<file path="config.mk">
export PLATFORM = sky130hd
export DESIGN_NAME = memory
export DESIGN_NICKNAME = d
export VERILOG_FILES = /design/src/rtl/memory_pkg.sv /design/src/rtl/memory_hs_fsm.sv /design/src/rtl/memory.sv
export SDC_FILE = /design/constraint.sdc
export NUM_CORES = 1
export LEC_CHECK = 0
export BUFFER_PORTS_ARGS = -buffer_cell sky130_fd_sc_hd__buf_2
export CORE_AREA = 3 3 57 111
export DETAILED_ROUTE_END_ITERATION = 10
export DIE_AREA = 0 0 60 114
export PLACE_DENSITY_LB_ADDON = 0.08
export SLEW_MARGIN = 15
export SYNTH_ARGS = -nofsm -noshare
export SYNTH_HDL_FRONTEND = slang
export SYNTH_SLANG_ARGS = --single-unit
</file>
<file path="constraint.sdc">
create_clock -name clk_i -period 2.5 [get_ports clk_i]
set_input_delay 0.5 -clock clk_i [delete_from_list [all_inputs] [get_ports clk_i]]
set_output_delay 0.5 -clock clk_i [all_outputs]
set_load 0.02 [all_outputs]
</file>
<file path="src/rtl/memory_pkg.sv">
// memory_pkg: shared types and default sizing for the memory block.
// The handshake state type is only used when MEMORY_WAIT_STATE_EN is defined.
package memory_pkg;

  localparam int DEF_WIDTH = 4;
  localparam int DEF_DEPTH = 16;

  typedef enum logic [1:0] {
    IDLE = 2'd0,
    WAIT = 2'd1,
    ACK  = 2'd2
  } hs_state_e;

endpackage

</file>
<file path="src/rtl/memory_hs_fsm.sv">
// memory_hs_fsm: wait-state handshake sequencer (IDLE -> WAIT -> ACK).
// Instantiated by memory only when MEMORY_WAIT_STATE_EN is defined.
module memory_hs_fsm
  import memory_pkg::*;
(
  input  logic clk_i,
  input  logic rst_i,
  input  logic valid_i,
  output logic ready_o
);

  hs_state_e state_q;
  hs_state_e state_d;

  // Next-state logic: one wait cycle, abort back to IDLE if the request drops.
  always_comb begin
    state_d = state_q;
    case (state_q)
      IDLE:    if (valid_i) state_d = WAIT;
      WAIT:    state_d = valid_i ? ACK : IDLE;
      ACK:     state_d = IDLE;
      default: state_d = IDLE;
    endcase
  end

  // State register; reset parks the sequencer in IDLE.
  always_ff @(posedge clk_i or posedge rst_i) begin
    if (rst_i) state_q <= IDLE;
    else       state_q <= state_d;
  end

  // Ready is a pure state decode so it never glitches with valid_i.
  assign ready_o = (state_q == ACK);

endmodule

</file>
<file path="src/rtl/memory.sv">
// memory: single-port word memory with a valid/ready handshake and a
// registered read port. Define MEMORY_WAIT_STATE_EN to insert one wait
// state per transfer (handled by memory_hs_fsm); otherwise ready follows
// valid in the same cycle.
module memory
  import memory_pkg::*;
#(
  parameter int WIDTH      = DEF_WIDTH,
  parameter int DEPTH      = DEF_DEPTH,
  parameter int ADDR_WIDTH = $clog2(DEPTH)
) (
  input  logic                  clk_i,
  input  logic                  rst_i,
  input  logic [WIDTH-1:0]      wdata_i,
  input  logic [ADDR_WIDTH-1:0] addr_i,
  input  logic                  valid_i,
  input  logic                  wr_rd_en_i,
  output logic [WIDTH-1:0]      rdata_o,
  output logic                  ready_o
);

  // Widened by one bit so DEPTH itself is representable for the range check.
  localparam logic [ADDR_WIDTH:0] DEPTH_LIM = (ADDR_WIDTH + 1)'(DEPTH);

  logic [WIDTH-1:0] mem_q [DEPTH];
  logic [WIDTH-1:0] mem_d [DEPTH];
  logic [WIDTH-1:0] rdata_q;
  logic [WIDTH-1:0] rdata_d;
  logic             hs;
  logic             addr_ok;

`ifdef MEMORY_WAIT_STATE_EN
  memory_hs_fsm u_hs_fsm (
    .clk_i   (clk_i),
    .rst_i   (rst_i),
    .valid_i (valid_i),
    .ready_o (ready_o)
  );
`else
  // Zero wait states; reset still forces ready low.
  assign ready_o = valid_i & ~rst_i;
`endif

  assign hs      = valid_i & ready_o;
  // Out-of-range addresses only exist when DEPTH is not a power of two.
  assign addr_ok = ({1'b0, addr_i} < DEPTH_LIM);

  // Next storage and read-register values for the current handshake.
  always_comb begin
    mem_d   = mem_q;
    rdata_d = rdata_q;
    if (hs) begin
      if (wr_rd_en_i) begin
        if (addr_ok) mem_d[addr_i] = wdata_i;
      end else begin
        rdata_d = addr_ok ? mem_q[addr_i] : '0;
      end
    end
  end

  // Storage and read register; reset wipes every word so no partial write survives.
  always_ff @(posedge clk_i or posedge rst_i) begin
    if (rst_i) begin
      for (int i = 0; i < DEPTH; i++) mem_q[i] <= '0;
      rdata_q <= '0;
    end else begin
      mem_q   <= mem_d;
      rdata_q <= rdata_d;
    end
  end

  assign rdata_o = rdata_q;

endmodule

</file>
**Yosys cells after proc, flatten, opt, wreduce, memory -nomap -nowiden**

Index checks and enable logic that the tools add are counted.

- Register bits after elaboration: 68
- Input bits: 12
- Word-level logic and storage cells: 33

- $lt $le $gt $ge: 2
- Muxes and demuxes: 6
- Bitwise gates (word level): 5
- Reductions and logical operators: 3

Operators by type and width:

| operator | count |
|---|---|
| bitwise mux 64 bit | 1 |
| binary-select mux 4 bit (select 4 bit) | 1 |
| demux 4 bit (select 4 bit) | 1 |
| 2-to-1 mux 4 bit | 3 |
| greater-or-equal comparator 5 bit, second input constant | 1 |
| less-than comparator 5 x 1 -> 1 bit, second input constant | 1 |
| inverter 4 -> 5 bit | 1 |
| AND reduction 2 bit | 2 |
| bitwise AND 1 bit | 2 |
| inverter 1 bit | 2 |
| logical AND 1 bit | 1 |

**Depth between registers and ports, before layout**

Gate-level depths: netlist of run 1.

- Depth after elaboration: 6
- Depth in mapped cells: 6
- Mapped depth without buffers: 4

**Least setup slack after synthesis of run 1**

No wires, ideal clock.

- Path type: input -> register
- Start point: input addr_i[0]
- End point: register mem_q[60] (netlist bit)
- Setup time: 0.125 ns
- Arrival time: 1.716 ns
- Setup slack: 0.659 ns
- Stages: 5
- Buffers on the path: 2
- Cell sequence: buf_6 buf_8 or3_4 nor3_4 mux2_2

- Word-level cells in the longest chain between the ends: 6

RTL lines:

| element | line | source |
|---|---|---|
| start, declared | memory.sv:15 | `input logic [ADDR_WIDTH-1:0] addr_i,` |
| inverter 4 -> 5 bit (not written as such) * | memory.sv:54 | `if (addr_ok) mem_d[addr_i] = wdata_i;` |
| greater-or-equal comparator 5 bit (not written as such) or less-than comparator 5 x 1 -> 1 bit (tied branches) | memory.sv:54 |  |
| logical AND 1 bit (not written as such) | memory.sv:54 |  |
| 2-to-1 mux 4 bit (not written as such) | memory.sv:54 |  |
| demux 4 bit (select 4 bit) * | memory.sv:54 |  |
| bitwise mux 64 bit * | memory.sv:54 |  |
| end signal, assigned | memory.sv:67 | `mem_q <= mem_d;` |
| end, declared | memory.sv:25 | `logic [WIDTH-1:0] mem_q [DEPTH];` |

Every way passes the cells marked *; elsewhere a longest branch is shown, timed or not.
A chain may end at the register's enable or synchronous reset.

**Worst setup path in the final report of run 1**

- Start point: input addr_i[1]
- End point: register mem_q[5] (netlist bit)

The elaborated chain is that of the path after synthesis.

==> results of run 1 <==
cell type report:
class / instances / area, sq um / area share
inverters: 2 / 7.51 / 0.00210
repair buffers: 18 / 108 / 0.0301
well taps: 60 / 75.1 / 0.0210
clock buffers: 12 / 155 / 0.0434
flip-flops and latches: 68 / 1700 / 0.476
multi-input cells: 148 / 1480 / 0.414
clock inverters: 4 / 47.5 / 0.0133
per-layer routing:
metal  vias to the layer above  track usage
met3                        15       0.0464
met1                      1003        0.257
met5                         -            0
met4                         0        0.136
met2                        44        0.399
li1                        887            -
power breakdown:
group          leakage, nW  internal, mW  switching (mW)
sequential           0.897          1.25          0.0750
combinational        0.695         0.197           0.176
clock                0.102         0.511           0.398
worst max-delay path: stages:
cell	delay [ns]
sky130_fd_sc_hd__buf_2	0.40
sky130_fd_sc_hd__nor3b_1	0.55
sky130_fd_sc_hd__nand3_1	0.31
sky130_fd_sc_hd__mux2_2	0.34
cell usage after synthesis (all sizes together):
| master | instances | area share |
|---|---|---|
| a21oi | 4 | 0.0061 |
| or3b | 2 | 0.0061 |
| nor2b | 4 | 0.0077 |
| dfrtp | 68 | 0.52 |
| mux4 | 8 | 0.063 |
| and4 | 1 | 0.0027 |
| nand2b | 1 | 0.0019 |
| or3 | 1 | 0.0034 |
| nor2 | 17 | 0.029 |
| a31oi | 4 | 0.0077 |
| nand2 | 8 | 0.0092 |
| nand3 | 2 | 0.0031 |
| mux2 | 68 | 0.23 |
| nor3b | 1 | 0.0023 |
| a221oi | 4 | 0.011 |
| buf | 9 | 0.019 |
| o21ai | 4 | 0.0061 |
| a22o | 4 | 0.011 |
| clkbuf | 5 | 0.0057 |
| mux2i | 12 | 0.037 |
| nor3 | 2 | 0.0099 |
| nand3b | 1 | 0.0023 |
| inv | 2 | 0.0023 |
worst min path at each step:
stage                         start    endpoint  slack, ns  cells past startpoint
final                         rst_i  rdata_o[3]       0.25                      2
after detailed placement  mem_q[42]   mem_q[42]       0.49                      1
after global placement    mem_q[36]   mem_q[36]       0.48                      1
after CTS                     rst_i   mem_q[24]       0.25                      2
after floorplan           mem_q[36]   mem_q[36]       0.47                      1
after global routing          rst_i  rdata_o[3]       0.28                      2
flip-flops by register name (all words and copies together) (netlist names):
signal,cells
mem_q,64
rdata_o,4
cell usage in the layout (no fill, tap or decap), drive strengths merged, types with 2 or more instances in the layout:
cell type  count
buf           18
nand2          8
or3b           2
nor3           2
mux4           8
clkbuf        12
nor2          17
clkinv         2
nor2b          4
mux2          68
a31oi          4
dfrtp         68
a21oi          4
inv            2
mux2i         12
o21ai          4
a22o           4
nand3          2
a221oi         4
logic make-up (layout without fill, tap and decap cells):
kind of cell,Yosys count,in the layout,synth area share
mux,88,88,0.334
flops,68,68,0.520
simple gates,40,40,0.0773
compound gates,20,20,0.0413
buf+inv,16,36,0.0268
==> flow_summary.html, run 1 <==
<table>
<tr><th>Metric</th><th>Value</th></tr>
<tr><th colspan="2">Status</th></tr>
<tr><td>Status</td><td>completed</td></tr>
<tr><th colspan="2">Detailed routing</th></tr>
<tr><td>Vias per inst</td><td>6.25</td></tr>
<tr><td>Total Routed Length</td><td>6730 um</td></tr>
<tr><td>Uppermost routed layer</td><td>met4</td></tr>
<tr><td>Number of DRC violations after detailed-routing iteration 0</td><td>93</td></tr>
<tr><td>Via count of the routed design</td><td>1949</td></tr>
<tr><td>Post-route ant nets</td><td>0</td></tr>
<tr><td>Wire length on met3</td><td>231 um</td></tr>
<tr><td>DRT met1 WL</td><td>2520 um</td></tr>
<tr><td>Routed wire length on met2</td><td>3790 um</td></tr>
<tr><td>Routed wirelength normalized by instance count</td><td>21.6 um</td></tr>
<tr><td>Initial DRT Pass Iterations</td><td>4</td></tr>
<tr><td>Remaining design rule violation count</td><td>0</td></tr>
<tr><th colspan="2">Timing</th></tr>
<tr><td>Final hold violation count</td><td>0</td></tr>
<tr><td>Tightest slew margin relative to the limit</td><td>0.579</td></tr>
<tr><td>Total count of max-transition violations in the final report</td><td>0</td></tr>
<tr><td>Final number of setup-violating endpoints</td><td>0</td></tr>
<tr><td>Final-layout setup total negative slack</td><td>0 ns</td></tr>
<tr><td>Max Clock Skew</td><td>0.00540 ns</td></tr>
<tr><td>Fmax</td><td>0.533 GHz</td></tr>
<tr><td>Part of the cycle the worst path needs</td><td>0.751</td></tr>
<tr><td>Post-route worst hold slack</td><td>0.247 ns</td></tr>
<tr><td>Setup repair after global routing missed its margin</td><td>false</td></tr>
<tr><td>Transition time of the tightest slew-check pin</td><td>0.630 ns</td></tr>
<tr><td>Final critical-path setup slack</td><td>0.623 ns</td></tr>
<tr><td>Minimum clock period</td><td>1.88 ns</td></tr>
<tr><th colspan="2">Worst setup path</th></tr>
<tr><td>Type of origin of the critical path</td><td>primary input</td></tr>
<tr><td>Worst-path fanout max</td><td>21</td></tr>
<tr><td>Startpoint of the worst register-to-register path</td><td>mem_q[8]</td></tr>
<tr><td>Endpoint of the worst register-to-register path</td><td>rdata_o[0]</td></tr>
<tr><td>Data required time at the worst endpoint</td><td>2.74 ns</td></tr>
<tr><td>Reg-to-reg slack, setup</td><td>1.00 ns</td></tr>
<tr><td>FF-to-FF path depth</td><td>4</td></tr>
<tr><td>Arr. time, crit path</td><td>2.11 ns</td></tr>
<tr><td>Start-to-end type of the worst setup path</td><td>primary input to flop</td></tr>
<tr><td>Crit path launch</td><td>addr_i[1]</td></tr>
<tr><td>CP Capture Type</td><td>flop</td></tr>
<tr><td>Timing endpoint of the critical path</td><td>mem_q[5]</td></tr>
<tr><th colspan="2">Global routing</th></tr>
<tr><td>Global-route wire length before repair</td><td>11200 um</td></tr>
<tr><td>Gr ovfl total</td><td>0</td></tr>
<tr><td>Number of global-route vias before repair</td><td>2199</td></tr>
<tr><td>Maximum number of pins on one net before global-route repair</td><td>41</td></tr>
<tr><td>Number of antenna violations at the first check in global routing</td><td>0</td></tr>
<tr><td>Aggregate global-route resource usage</td><td>0.234</td></tr>
<tr><th colspan="2">Floorplan</th></tr>
<tr><td>Overall die height</td><td>114 um</td></tr>
<tr><td># rows</td><td>38</td></tr>
<tr><td>Overall die area</td><td>6840 sq um</td></tr>
<tr><td>Number of placed I/O pins</td><td>17</td></tr>
<tr><td>Initial core utilization</td><td>0.593</td></tr>
<tr><td>Core Box Area</td><td>5520 sq um</td></tr>
<tr><td>Horizontal die dimension</td><td>60 um</td></tr>
<tr><th colspan="2">CTS</th></tr>
<tr><td>Post-CTS setup buffer count</td><td>0</td></tr>
<tr><td>Clock Sink Count</td><td>68</td></tr>
<tr><td>CTS tree</td><td>done</td></tr>
<tr><td>CTS-repair resized insts</td><td>0</td></tr>
<tr><td>CTS H-tree depth</td><td>3</td></tr>
<tr><td>Hold buffers post-CTS</td><td>0</td></tr>
<tr><td>Clock-pin slew reported for the worst setup and hold paths after clock tree synthesis</td><td>0.07 ns</td></tr>
<tr><td>Root Buffer Master</td><td>sky130_fd_sc_hd__clkbuf_8</td></tr>
<tr><td>Worst-Skew Late Latency</td><td>0.35 ns</td></tr>
<tr><td>Maximum buffer depth of the clock tree</td><td>2</td></tr>
<tr><td>Clock buffers created by TritonCTS</td><td>9</td></tr>
<tr><th colspan="2">Placed design</th></tr>
<tr><td>Placement Setup Slack</td><td>0.257 ns</td></tr>
<tr><td>Placement-stage cell area</td><td>3370 sq um</td></tr>
<tr><td>GP Congestion</td><td>0.889</td></tr>
<tr><td>Quantity of I/O buffers inserted on ports</td><td>16</td></tr>
<tr><td>Placed insts</td><td>296</td></tr>
<tr><td>Half-perimeter wire length after detailed placement</td><td>4850 um</td></tr>
<tr><th colspan="2">Flow run</th></tr>
<tr><td>Number of maximum-capacitance constraint violations</td><td>0</td></tr>
<tr><th colspan="2">Finish</th></tr>
<tr><td>Filler cell count in the final layout</td><td>442</td></tr>
<tr><td>Area growth, synth to finish</td><td>9.34%</td></tr>
<tr><td>Post-route insts no fill</td><td>312</td></tr>
<tr><td>Utilization after layout</td><td>0.648</td></tr>
<tr><td>Fin nets</td><td>259</td></tr>
<tr><td>Fraction of final layout cells sized beyond drive strength 1</td><td>0.452</td></tr>
<tr><td>Antenna Cells</td><td>0</td></tr>
<tr><td>Finished layout cell area</td><td>3570 sq um</td></tr>
<tr><th colspan="2">Yosys</th></tr>
<tr><td>Cells after Synth</td><td>232</td></tr>
<tr><td>Net count after synthesis</td><td>244</td></tr>
<tr><td>Synthesized area divided by synthesized cell count</td><td>14.1 sq um</td></tr>
<tr><td>Flip-flop and latch count after synthesis</td><td>68</td></tr>
<tr><td>YS warnings</td><td>0</td></tr>
<tr><td>Count of cell types in the netlist</td><td>31</td></tr>
<tr><td>Share of synthesized area occupied by flip-flops and latches</td><td>0.520</td></tr>
<tr><td>Post-synthesis cell area</td><td>3270 sq um</td></tr>
<tr><th colspan="2">Power and ir drop</th></tr>
<tr><td>Power per cell area</td><td>729 nW/um^2</td></tr>
<tr><td>Leakage Power</td><td>1.69 nW</td></tr>
<tr><td>Total Power Consumption</td><td>2.61 mW</td></tr>
<tr><td>VDD IR max</td><td>685 uV</td></tr>
<tr><th colspan="2">Hold path</th></tr>
<tr><td>Classification of the worst-slack hold path</td><td>primary input to asynchronous set/reset pin</td></tr>
</table>
Note: power is estimated with default switching activity, not from simulation.
==> inputs of run 2 (changes only) <==
--- a/config.mk
+++ b/config.mk
@@ -6,9 +6,9 @@
 export NUM_CORES = 1
 export LEC_CHECK = 0
 export BUFFER_PORTS_ARGS = -buffer_cell sky130_fd_sc_hd__buf_2
-export CORE_AREA = 3 3 57 111
+export CORE_AREA = 3 3 59 116
 export DETAILED_ROUTE_END_ITERATION = 10
-export DIE_AREA = 0 0 60 114
+export DIE_AREA = 0 0 62 119
 export PLACE_DENSITY_LB_ADDON = 0.08
 export SLEW_MARGIN = 15
 export SYNTH_ARGS = -nofsm -noshare
==> constraint.sdc (replaced) <==
create_clock -name clk_i -period 1.7 [get_ports clk_i]
set_input_delay 0.34 -clock clk_i [delete_from_list [all_inputs] [get_ports clk_i]]
set_output_delay 0.34 -clock clk_i [all_outputs]
set_load 0.02 [all_outputs]
==> flow_summary.html, run 2 (synthesis gave the netlist of run 1 again) <==
<table>
<tr><th>Metric</th><th>Value</th></tr>
<tr><th colspan="2">Status</th></tr>
<tr><td>Status</td><td>completed</td></tr>
<tr><th colspan="2">Worst setup path</th></tr>
<tr><td>Type of origin of the critical path</td><td>primary input</td></tr>
<tr><td>CP Capture Type</td><td>flop</td></tr>
<tr><td>Arr. time, crit path</td><td>1.74 ns (-0.37 ns)</td></tr>
<tr><td>Critical Path, Cell by Cell</td><td>buf_2, nand3b_1, or3b_4, nor2_2, mux2_2</td></tr>
<tr><td>Slowest-stage cell, CP</td><td>sky130_fd_sc_hd__or3b_4</td></tr>
<tr><td>Start-to-end type of the worst setup path</td><td>primary input to flop</td></tr>
<tr><td>Largest stage delay on the critical path</td><td>0.44 ns (-0.11 ns)</td></tr>
<tr><td>Data required time at the worst endpoint</td><td>1.91 ns (-0.83 ns)</td></tr>
<tr><td>Worst-path fanout max</td><td>4 (-81%)</td></tr>
<tr><th colspan="2">Power and ir drop</th></tr>
<tr><td>Total Power Consumption</td><td>4.48 mW (+72%)</td></tr>
<tr><td>Net switching power</td><td>1.02 mW (+57%)</td></tr>
<tr><td>Part of the total power dissipated in the clock network</td><td>0.438 (+0.089)</td></tr>
<tr><td>Leakage Power</td><td>1.81 nW (+6.9%)</td></tr>
<tr><td>Switching share of power</td><td>0.227 (-0.0219)</td></tr>
<tr><td>Share of total power in combinational logic</td><td>0.127 (-0.016)</td></tr>
<tr><td>Internal power</td><td>3.46 mW (+77%)</td></tr>
<tr><td>Sequential fraction of design power</td><td>0.435 (-0.073)</td></tr>
<tr><td>Power per cell area</td><td>1170 nW/um^2 (+61%)</td></tr>
<tr><td>VDD IR max</td><td>778 uV (+14%)</td></tr>
<tr><th colspan="2">Global routing</th></tr>
<tr><td>Gr ovfl total</td><td>0 (unchanged)</td></tr>
<tr><td>Number of global-route vias before repair</td><td>2072 (-5.8%)</td></tr>
<tr><td>Global-route wire length before repair</td><td>10600 um (-5.8%)</td></tr>
<tr><td>Maximum number of pins on one net before global-route repair</td><td>38 (-7.3%)</td></tr>
<tr><td>Aggregate global-route resource usage</td><td>0.206 (-0.0272)</td></tr>
<tr><td>Number of antenna violations at the first check in global routing</td><td>0 (unchanged)</td></tr>
<tr><th colspan="2">Detailed routing</th></tr>
<tr><td>Routed wire length on met2</td><td>3620 um (-4.5%)</td></tr>
<tr><td>Post-route ant nets</td><td>0 (unchanged)</td></tr>
<tr><td>Routed wirelength normalized by instance count</td><td>19.6 um (-9.3%)</td></tr>
<tr><td>Vias per inst</td><td>5.67 (-9.3%)</td></tr>
<tr><td>Number of DRC violations after detailed-routing iteration 0</td><td>97 (+4.3%)</td></tr>
<tr><td>Initial DRT Pass Iterations</td><td>4 (unchanged)</td></tr>
<tr><td>DRT met1 WL</td><td>2780 um (+10%)</td></tr>
<tr><td>Uppermost routed layer</td><td>met4</td></tr>
<tr><td>Total Routed Length</td><td>6830 um (+1.4%)</td></tr>
<tr><td>Via count of the routed design</td><td>1978 (+1.5%)</td></tr>
<tr><td>Wire length on met3</td><td>201 um (-13%)</td></tr>
<tr><td>Remaining design rule violation count</td><td>0 (unchanged)</td></tr>
<tr><th colspan="2">Timing</th></tr>
<tr><td>Final number of setup-violating endpoints</td><td>0 (unchanged)</td></tr>
<tr><td>Post-route worst hold slack</td><td>0.241 ns (-0.00570 ns)</td></tr>
<tr><td>Max Clock Skew</td><td>0.00366 ns (-0.00175 ns)</td></tr>
<tr><td>Total count of max-transition violations in the final report</td><td>0 (unchanged)</td></tr>
<tr><td>Part of the cycle the worst path needs</td><td>0.899</td></tr>
<tr><td>Tightest slew margin relative to the limit</td><td>0.599 (+0.0204)</td></tr>
<tr><td>Setup repair after global routing missed its margin</td><td>false</td></tr>
<tr><td>Transition time of the tightest slew-check pin</td><td>0.600 ns (-0.0305 ns)</td></tr>
<tr><td>Fmax</td><td>0.655 GHz</td></tr>
<tr><td>Final hold violation count</td><td>0 (unchanged)</td></tr>
<tr><td>Final-layout setup total negative slack</td><td>0 ns (unchanged)</td></tr>
<tr><td>Minimum clock period</td><td>1.53 ns</td></tr>
<tr><th colspan="2">Placed design</th></tr>
<tr><td>Quantity of I/O buffers inserted on ports</td><td>16 (unchanged)</td></tr>
<tr><td>Placed insts</td><td>333 (+13%)</td></tr>
<tr><td>Half-perimeter wire length after detailed placement</td><td>4830 um (-0.46%)</td></tr>
<tr><td>GP Congestion</td><td>0.799 (-10%)</td></tr>
<tr><th colspan="2">Floorplan</th></tr>
<tr><td># rows</td><td>40 (+5.3%)</td></tr>
<tr><td>Overall die height</td><td>119 um (+4.4%)</td></tr>
<tr><td>Overall die area</td><td>7380 sq um (+7.9%)</td></tr>
<tr><td>Horizontal die dimension</td><td>62 um (+3.3%)</td></tr>
<tr><td>Core Box Area</td><td>6060 sq um (+9.8%)</td></tr>
<tr><td>Number of placed I/O pins</td><td>17 (unchanged)</td></tr>
<tr><td>Initial core utilization</td><td>0.540 (-0.0529)</td></tr>
<tr><th colspan="2">Finish</th></tr>
<tr><td>Largest Register</td><td>mem_q</td></tr>
<tr><td>Fraction of final layout cells sized beyond drive strength 1</td><td>0.479 (+0.0269)</td></tr>
<tr><td>Filler cell count in the final layout</td><td>494 (+12%)</td></tr>
<tr><td>Fin nets</td><td>272 (+5.0%)</td></tr>
<tr><td>Post-route insts no fill</td><td>349 (+12%)</td></tr>
<tr><td>Commonest cells after routing, fill and taps aside</td><td>sky130_fd_sc_hd__mux2_2 (68), sky130_fd_sc_hd__dfrtp_1 (68), sky130_fd_sc_hd__buf_2 (16)</td></tr>
<tr><td>Number of flip-flops in the largest register</td><td>64 (unchanged)</td></tr>
<tr><td>Area growth, synth to finish</td><td>16.9%</td></tr>
<tr><td>Antenna Cells</td><td>0 (unchanged)</td></tr>
<tr><td>Utilization after layout</td><td>0.631 (-0.0171)</td></tr>
<tr><th colspan="2">CTS</th></tr>
<tr><td>CTS tree</td><td>done</td></tr>
<tr><td>Maximum buffer depth of the clock tree</td><td>2 (unchanged)</td></tr>
<tr><td>Hold buffers post-CTS</td><td>0 (unchanged)</td></tr>
<tr><td>Clock Sink Count</td><td>68 (unchanged)</td></tr>
<tr><td>Post-CTS setup buffer count</td><td>0 (unchanged)</td></tr>
<tr><td>Worst-Skew Late Latency</td><td>0.33 ns (-0.02 ns)</td></tr>
<tr><td>Root Buffer Master</td><td>sky130_fd_sc_hd__clkbuf_16</td></tr>
<tr><td>CTS H-tree depth</td><td>3 (unchanged)</td></tr>
<tr><td>CTS-repair resized insts</td><td>0 (unchanged)</td></tr>
<tr><td>Clock-pin slew reported for the worst setup and hold paths after clock tree synthesis</td><td>0.05 ns (-0.02 ns)</td></tr>
<tr><td>Clock buffers created by TritonCTS</td><td>9 (unchanged)</td></tr>
<tr><th colspan="2">Flow run</th></tr>
<tr><td>Number of maximum-capacitance constraint violations</td><td>0 (unchanged)</td></tr>
<tr><th colspan="2">Hold path</th></tr>
<tr><td>Classification of the worst-slack hold path</td><td>primary input to asynchronous set/reset pin</td></tr>
</table>
run 2: changes by cell type in the layout (fill, tap and decap cells not counted), sizes merged:
cell,change
clkinv,+1
bufinv,+1
inv,-1
buf,+13
clkbuf,-1
run 2: worst paths after layout:
| check | start | end | slack [ns] | depth (start not counted) |
|---|---|---|---|---|
| min in group clk_i | addr_i[3] | rdata_o[2] | 0.45 | 3 |
| setup reg to reg | mem_q[10] | rdata_o[2] | 0.20 | 4 |
| hold / removal | rst_i | mem_q[26] | 0.24 | 4 |
| max in group asynchronous | rst_i | mem_q[52] | 1.07 | 4 |
| setup / recovery | rst_i | mem_q[8] | 0.17 | 5 |
| hold reg to reg | mem_q[9] | mem_q[9] | 0.49 | 1 |
run 2: area by class of cell:
class / count / area [sq um] / area share
Sequential cell: 68 / 1700 / 0.445
Inverter: 2 / 11.3 / 0.00295
Clock inverter: 5 / 75.1 / 0.0196
Multi-Input combinational cell: 148 / 1480 / 0.387
Clock buffer: 11 / 243 / 0.0635
Tap cell: 84 / 105 / 0.0275
Timing Repair Buffer: 31 / 205 / 0.0537
run 2: critical path, delay by kind of cell:
| kind | cells | cell delay (ns) |
|---|---|---|
| AND/OR/NAND/NOR | 3 | 0.91 |
| multiplexers | 1 | 0.38 |
| buffers and inverters | 1 | 0.11 |
run 2: power groups by stage:
stage / registers, mW / logic, mW / clock network (mW)
after floorplan: 1.96 / 0.408 / 0
after global placement: 1.97 / 0.560 / 0
after detailed placement: 1.98 / 0.573 / 0
after CTS: 1.95 / 0.575 / 2.00
after global routing: 1.97 / 0.622 / 2.08
final: 1.95 / 0.569 / 1.96
run 2: metrics by stage:
stage	cell area [sq um]	setup WS, ns
finish	3820	0.172
global route	3820	0.0195
CTS	3820	0.200
detailed placement	3500	-0.142
global placement	3500	-0.131
floorplan	3270	0.0189
run 2: per-layer routing:
layer / vias up / track usage
met5: - / 0
met2: 44 / 0.342
met3: 21 / 0.0499
met1: 1002 / 0.236
li1: 911 / -
met4: 0 / 0.101
==> inputs of run 3 (changes only) <==
--- a/config.mk
+++ b/config.mk
@@ -6,10 +6,11 @@
 export NUM_CORES = 1
 export LEC_CHECK = 0
 export BUFFER_PORTS_ARGS = -buffer_cell sky130_fd_sc_hd__buf_2
-export CORE_AREA = 3 3 59 116
+export CORE_AREA = 3 3 58 114
+export CTS_BUF_LIST = sky130_fd_sc_hd__clkbuf_8
 export DETAILED_ROUTE_END_ITERATION = 10
-export DIE_AREA = 0 0 62 119
-export PLACE_DENSITY_LB_ADDON = 0.08
+export DIE_AREA = 0 0 61 117
+export PLACE_DENSITY = 0.76
 export SLEW_MARGIN = 15
 export SYNTH_ARGS = -nofsm -noshare
 export SYNTH_HDL_FRONTEND = slang
==> flow_summary.html, run 3 (synthesis gave the netlist of run 1 again) <==
<table>
<tr><th>Metric</th><th>Value</th></tr>
<tr><th colspan="2">Timing</th></tr>
<tr><td>Max Clock Skew</td><td>0.00528 ns (+0.00162 ns)</td></tr>
<tr><td>Total count of max-transition violations in the final report</td><td>0 (unchanged)</td></tr>
<tr><td>Fmax</td><td>0.656 GHz (+0.27%)</td></tr>
<tr><td>Final hold violation count</td><td>0 (unchanged)</td></tr>
<tr><td>Tightest slew margin relative to the limit</td><td>0.763 (+0.164)</td></tr>
<tr><td>Minimum clock period</td><td>1.52 ns (-0.00415 ns)</td></tr>
<tr><td>Final-layout setup total negative slack</td><td>0 ns (unchanged)</td></tr>
<tr><td>Part of the cycle the worst path needs</td><td>0.896 (-0.00244)</td></tr>
<tr><td>Transition time of the tightest slew-check pin</td><td>0.355 ns (-0.245 ns)</td></tr>
<tr><td>Post-route worst hold slack</td><td>0.222 ns (-0.0187 ns)</td></tr>
<tr><td>Final number of setup-violating endpoints</td><td>0 (unchanged)</td></tr>
<tr><td>Setup repair after global routing missed its margin</td><td>false</td></tr>
<tr><th colspan="2">CTS</th></tr>
<tr><td>Root Buffer Master</td><td>sky130_fd_sc_hd__clkbuf_8</td></tr>
<tr><td>Maximum buffer depth of the clock tree</td><td>2 (unchanged)</td></tr>
<tr><td>Post-CTS setup buffer count</td><td>0 (unchanged)</td></tr>
<tr><td>Clock buffers created by TritonCTS</td><td>9 (unchanged)</td></tr>
<tr><td>Clock-pin slew reported for the worst setup and hold paths after clock tree synthesis</td><td>0.07 ns (+0.02 ns)</td></tr>
<tr><td>CTS tree</td><td>done</td></tr>
<tr><td>CTS H-tree depth</td><td>3 (unchanged)</td></tr>
<tr><td>Worst-Skew Late Latency</td><td>0.35 ns (+0.02 ns)</td></tr>
<tr><td>Clock Sink Count</td><td>68 (unchanged)</td></tr>
<tr><td>CTS-repair resized insts</td><td>0 (unchanged)</td></tr>
<tr><td>Hold buffers post-CTS</td><td>0 (unchanged)</td></tr>
<tr><th colspan="2">Detailed routing</th></tr>
<tr><td>Post-route ant nets</td><td>0 (unchanged)</td></tr>
<tr><td>Number of DRC violations after detailed-routing iteration 0</td><td>100 (+3.1%)</td></tr>
<tr><td>Initial DRT Pass Iterations</td><td>4 (unchanged)</td></tr>
<tr><td>Remaining design rule violation count</td><td>0 (unchanged)</td></tr>
<tr><td>Vias per inst</td><td>5.93 (+4.6%)</td></tr>
<tr><td>Total Routed Length</td><td>6450 um (-5.6%)</td></tr>
<tr><td>Via count of the routed design</td><td>1956 (-1.1%)</td></tr>
<tr><td>Routed wirelength normalized by instance count</td><td>19.5 um (-0.19%)</td></tr>
<tr><th colspan="2">Worst setup path</th></tr>
<tr><td>Type of origin of the critical path</td><td>primary input</td></tr>
<tr><td>Start-to-end type of the worst setup path</td><td>primary input to flop</td></tr>
<tr><td>Arr. time, crit path</td><td>1.76 ns (+0.02 ns)</td></tr>
<tr><td>CP Capture Type</td><td>flop</td></tr>
<tr><td>Critical Path, Cell by Cell</td><td>buf_2, nand3b_1, or3b_4, nor2_2, mux2_2</td></tr>
<tr><td>Largest stage delay on the critical path</td><td>0.47 ns (+0.03 ns)</td></tr>
<tr><td>Worst-path fanout max</td><td>4 (unchanged)</td></tr>
<tr><td>Reg-to-reg slack, setup</td><td>0.22 ns (+0.02 ns)</td></tr>
<tr><td>Data required time at the worst endpoint</td><td>1.93 ns (+0.02 ns)</td></tr>
<tr><td>Slowest-stage cell, CP</td><td>sky130_fd_sc_hd__or3b_4</td></tr>
<tr><td>Cell family contributing the most delay on the critical path</td><td>simple AND/OR/NAND/NOR gates</td></tr>
<tr><td>Number of buffer and inverter instances along the worst setup path</td><td>1 (unchanged)</td></tr>
<tr><th colspan="2">Global routing</th></tr>
<tr><td>Global-route wire length before repair</td><td>10500 um (-0.85%)</td></tr>
<tr><td>Met2 track demand over resource</td><td>0.347 (+0.00583)</td></tr>
<tr><td>Gr ovfl total</td><td>0 (unchanged)</td></tr>
<tr><td>Global-route met3 utilization</td><td>0.0560 (+0.00609)</td></tr>
<tr><td>Number of antenna violations at the first check in global routing</td><td>0 (unchanged)</td></tr>
<tr><td>Global Route met1 Usage</td><td>0.244 (+0.00843)</td></tr>
<tr><td>Number of global-route vias before repair</td><td>2062 (-0.48%)</td></tr>
<tr><td>Maximum number of pins on one net before global-route repair</td><td>69 (+82%)</td></tr>
<tr><td>Aggregate global-route resource usage</td><td>0.210 (+0.00330)</td></tr>
<tr><td>GR peak layer</td><td>met2</td></tr>
<tr><th colspan="2">Finish</th></tr>
<tr><td>Largest Register</td><td>mem_q</td></tr>
<tr><td>Commonest cells after routing, fill and taps aside</td><td>sky130_fd_sc_hd__mux2_2 (68), sky130_fd_sc_hd__dfrtp_1 (68), sky130_fd_sc_hd__buf_4 (18)</td></tr>
<tr><td>Area of the multi-input gates</td><td>1480 sq um (unchanged)</td></tr>
<tr><td>Post-route insts no fill</td><td>330 (-5.4%)</td></tr>
<tr><td>Number of flip-flops in the largest register</td><td>64 (unchanged)</td></tr>
<tr><td>Filler cell count in the final layout</td><td>440 (-11%)</td></tr>
<tr><td>Fin nets</td><td>277 (+1.8%)</td></tr>
<tr><td>Fraction of final layout cells sized beyond drive strength 1</td><td>0.487 (+0.00774)</td></tr>
<tr><td>Flip-flop and latch area</td><td>1700 sq um (unchanged)</td></tr>
<tr><td>Antenna Cells</td><td>0 (unchanged)</td></tr>
<tr><td>Area growth, synth to finish</td><td>13.5%</td></tr>
<tr><th colspan="2">Placed design</th></tr>
<tr><td>Placed insts</td><td>315 (-5.4%)</td></tr>
<tr><td>GP Congestion</td><td>0.759 (-5.0%)</td></tr>
<tr><td>Half-perimeter wire length after detailed placement</td><td>4610 um (-4.7%)</td></tr>
<tr><td>Quantity of I/O buffers inserted on ports</td><td>16 (unchanged)</td></tr>
<tr><th colspan="2">Floorplan</th></tr>
<tr><td>Core Box Area</td><td>5810 sq um (-4.1%)</td></tr>
<tr><td>Overall die height</td><td>117 um (-1.7%)</td></tr>
<tr><td>Horizontal die dimension</td><td>61 um (-1.6%)</td></tr>
<tr><td># rows</td><td>39 (-2.5%)</td></tr>
<tr><td>Overall die area</td><td>7140 sq um (-3.3%)</td></tr>
<tr><td>Initial core utilization</td><td>0.563 (+0.0231)</td></tr>
<tr><td>Number of placed I/O pins</td><td>17 (unchanged)</td></tr>
<tr><th colspan="2">Power and ir drop</th></tr>
<tr><td>Leakage Power</td><td>1.78 nW (-1.6%)</td></tr>
<tr><td>Power per cell area</td><td>1010 nW/um^2 (-14%)</td></tr>
<tr><td>Total Power Consumption</td><td>3.75 mW (-16%)</td></tr>
<tr><td>VDD IR max</td><td>568 uV (-27%)</td></tr>
<tr><th colspan="2">Status</th></tr>
<tr><td>Status</td><td>completed</td></tr>
<tr><th colspan="2">Flow run</th></tr>
<tr><td>Number of maximum-capacitance constraint violations</td><td>0 (unchanged)</td></tr>
<tr><th colspan="2">Hold path</th></tr>
<tr><td>Classification of the worst-slack hold path</td><td>primary input to asynchronous set/reset pin</td></tr>
</table>
[run 3: worst paths after layout]
check	cells past startpoint	endpoint	startpoint
worst max-delay path	5	mem_q[26]	rst_i
worst min register to register	1	mem_q[2]	mem_q[2]
min in group clk_i	3	rdata_o[0]	addr_i[3]
worst min-delay path	4	mem_q[58]	rst_i
max in group asynchronous	4	mem_q[2]	rst_i
worst max register to register	3	rdata_o[2]	mem_q[42]
[run 3: worst reg2reg max path, cell delays in order, from the launching register on]
cell,delay [ns]
sky130_fd_sc_hd__dfrtp_1,0.40
sky130_fd_sc_hd__mux4_1,0.54
sky130_fd_sc_hd__o21ai_0,0.29
sky130_fd_sc_hd__a31oi_1,0.13
[run 3: per-layer routing]
layer,vias to the layer above,wire length [um]
li1,920,-
met1,986,2580
met2,37,3480
met3,13,200
met4,0,185
met5,-,0
[run 3: metrics by stage]
stage | setup slack, ns | instance area (sq um) | util
after floorplan | 0.0189 | 3270 | -
after global placement | -0.165 | 3520 | 0.607
after detailed placement | -0.189 | 3520 | 0.607
after CTS | 0.173 | 3710 | 0.639
after global routing | 0.139 | 3710 | 0.639
final | 0.176 | 3710 | 0.639
[run 3: where the power goes]
group	internal, mW	switching [mW]
clock network	0.673	0.557
logic	0.316	0.255
registers	1.84	0.109
total	2.83	0.921
[run 3: cell type report]
class	instances	share of cell area
inverter	2	0.00303
timing repair buffer	36	0.0688
sequential	68	0.458
tap	61	0.0206
clock buffer	13	0.0482
multi-input combinational	148	0.399
clock inverter	2	0.00236
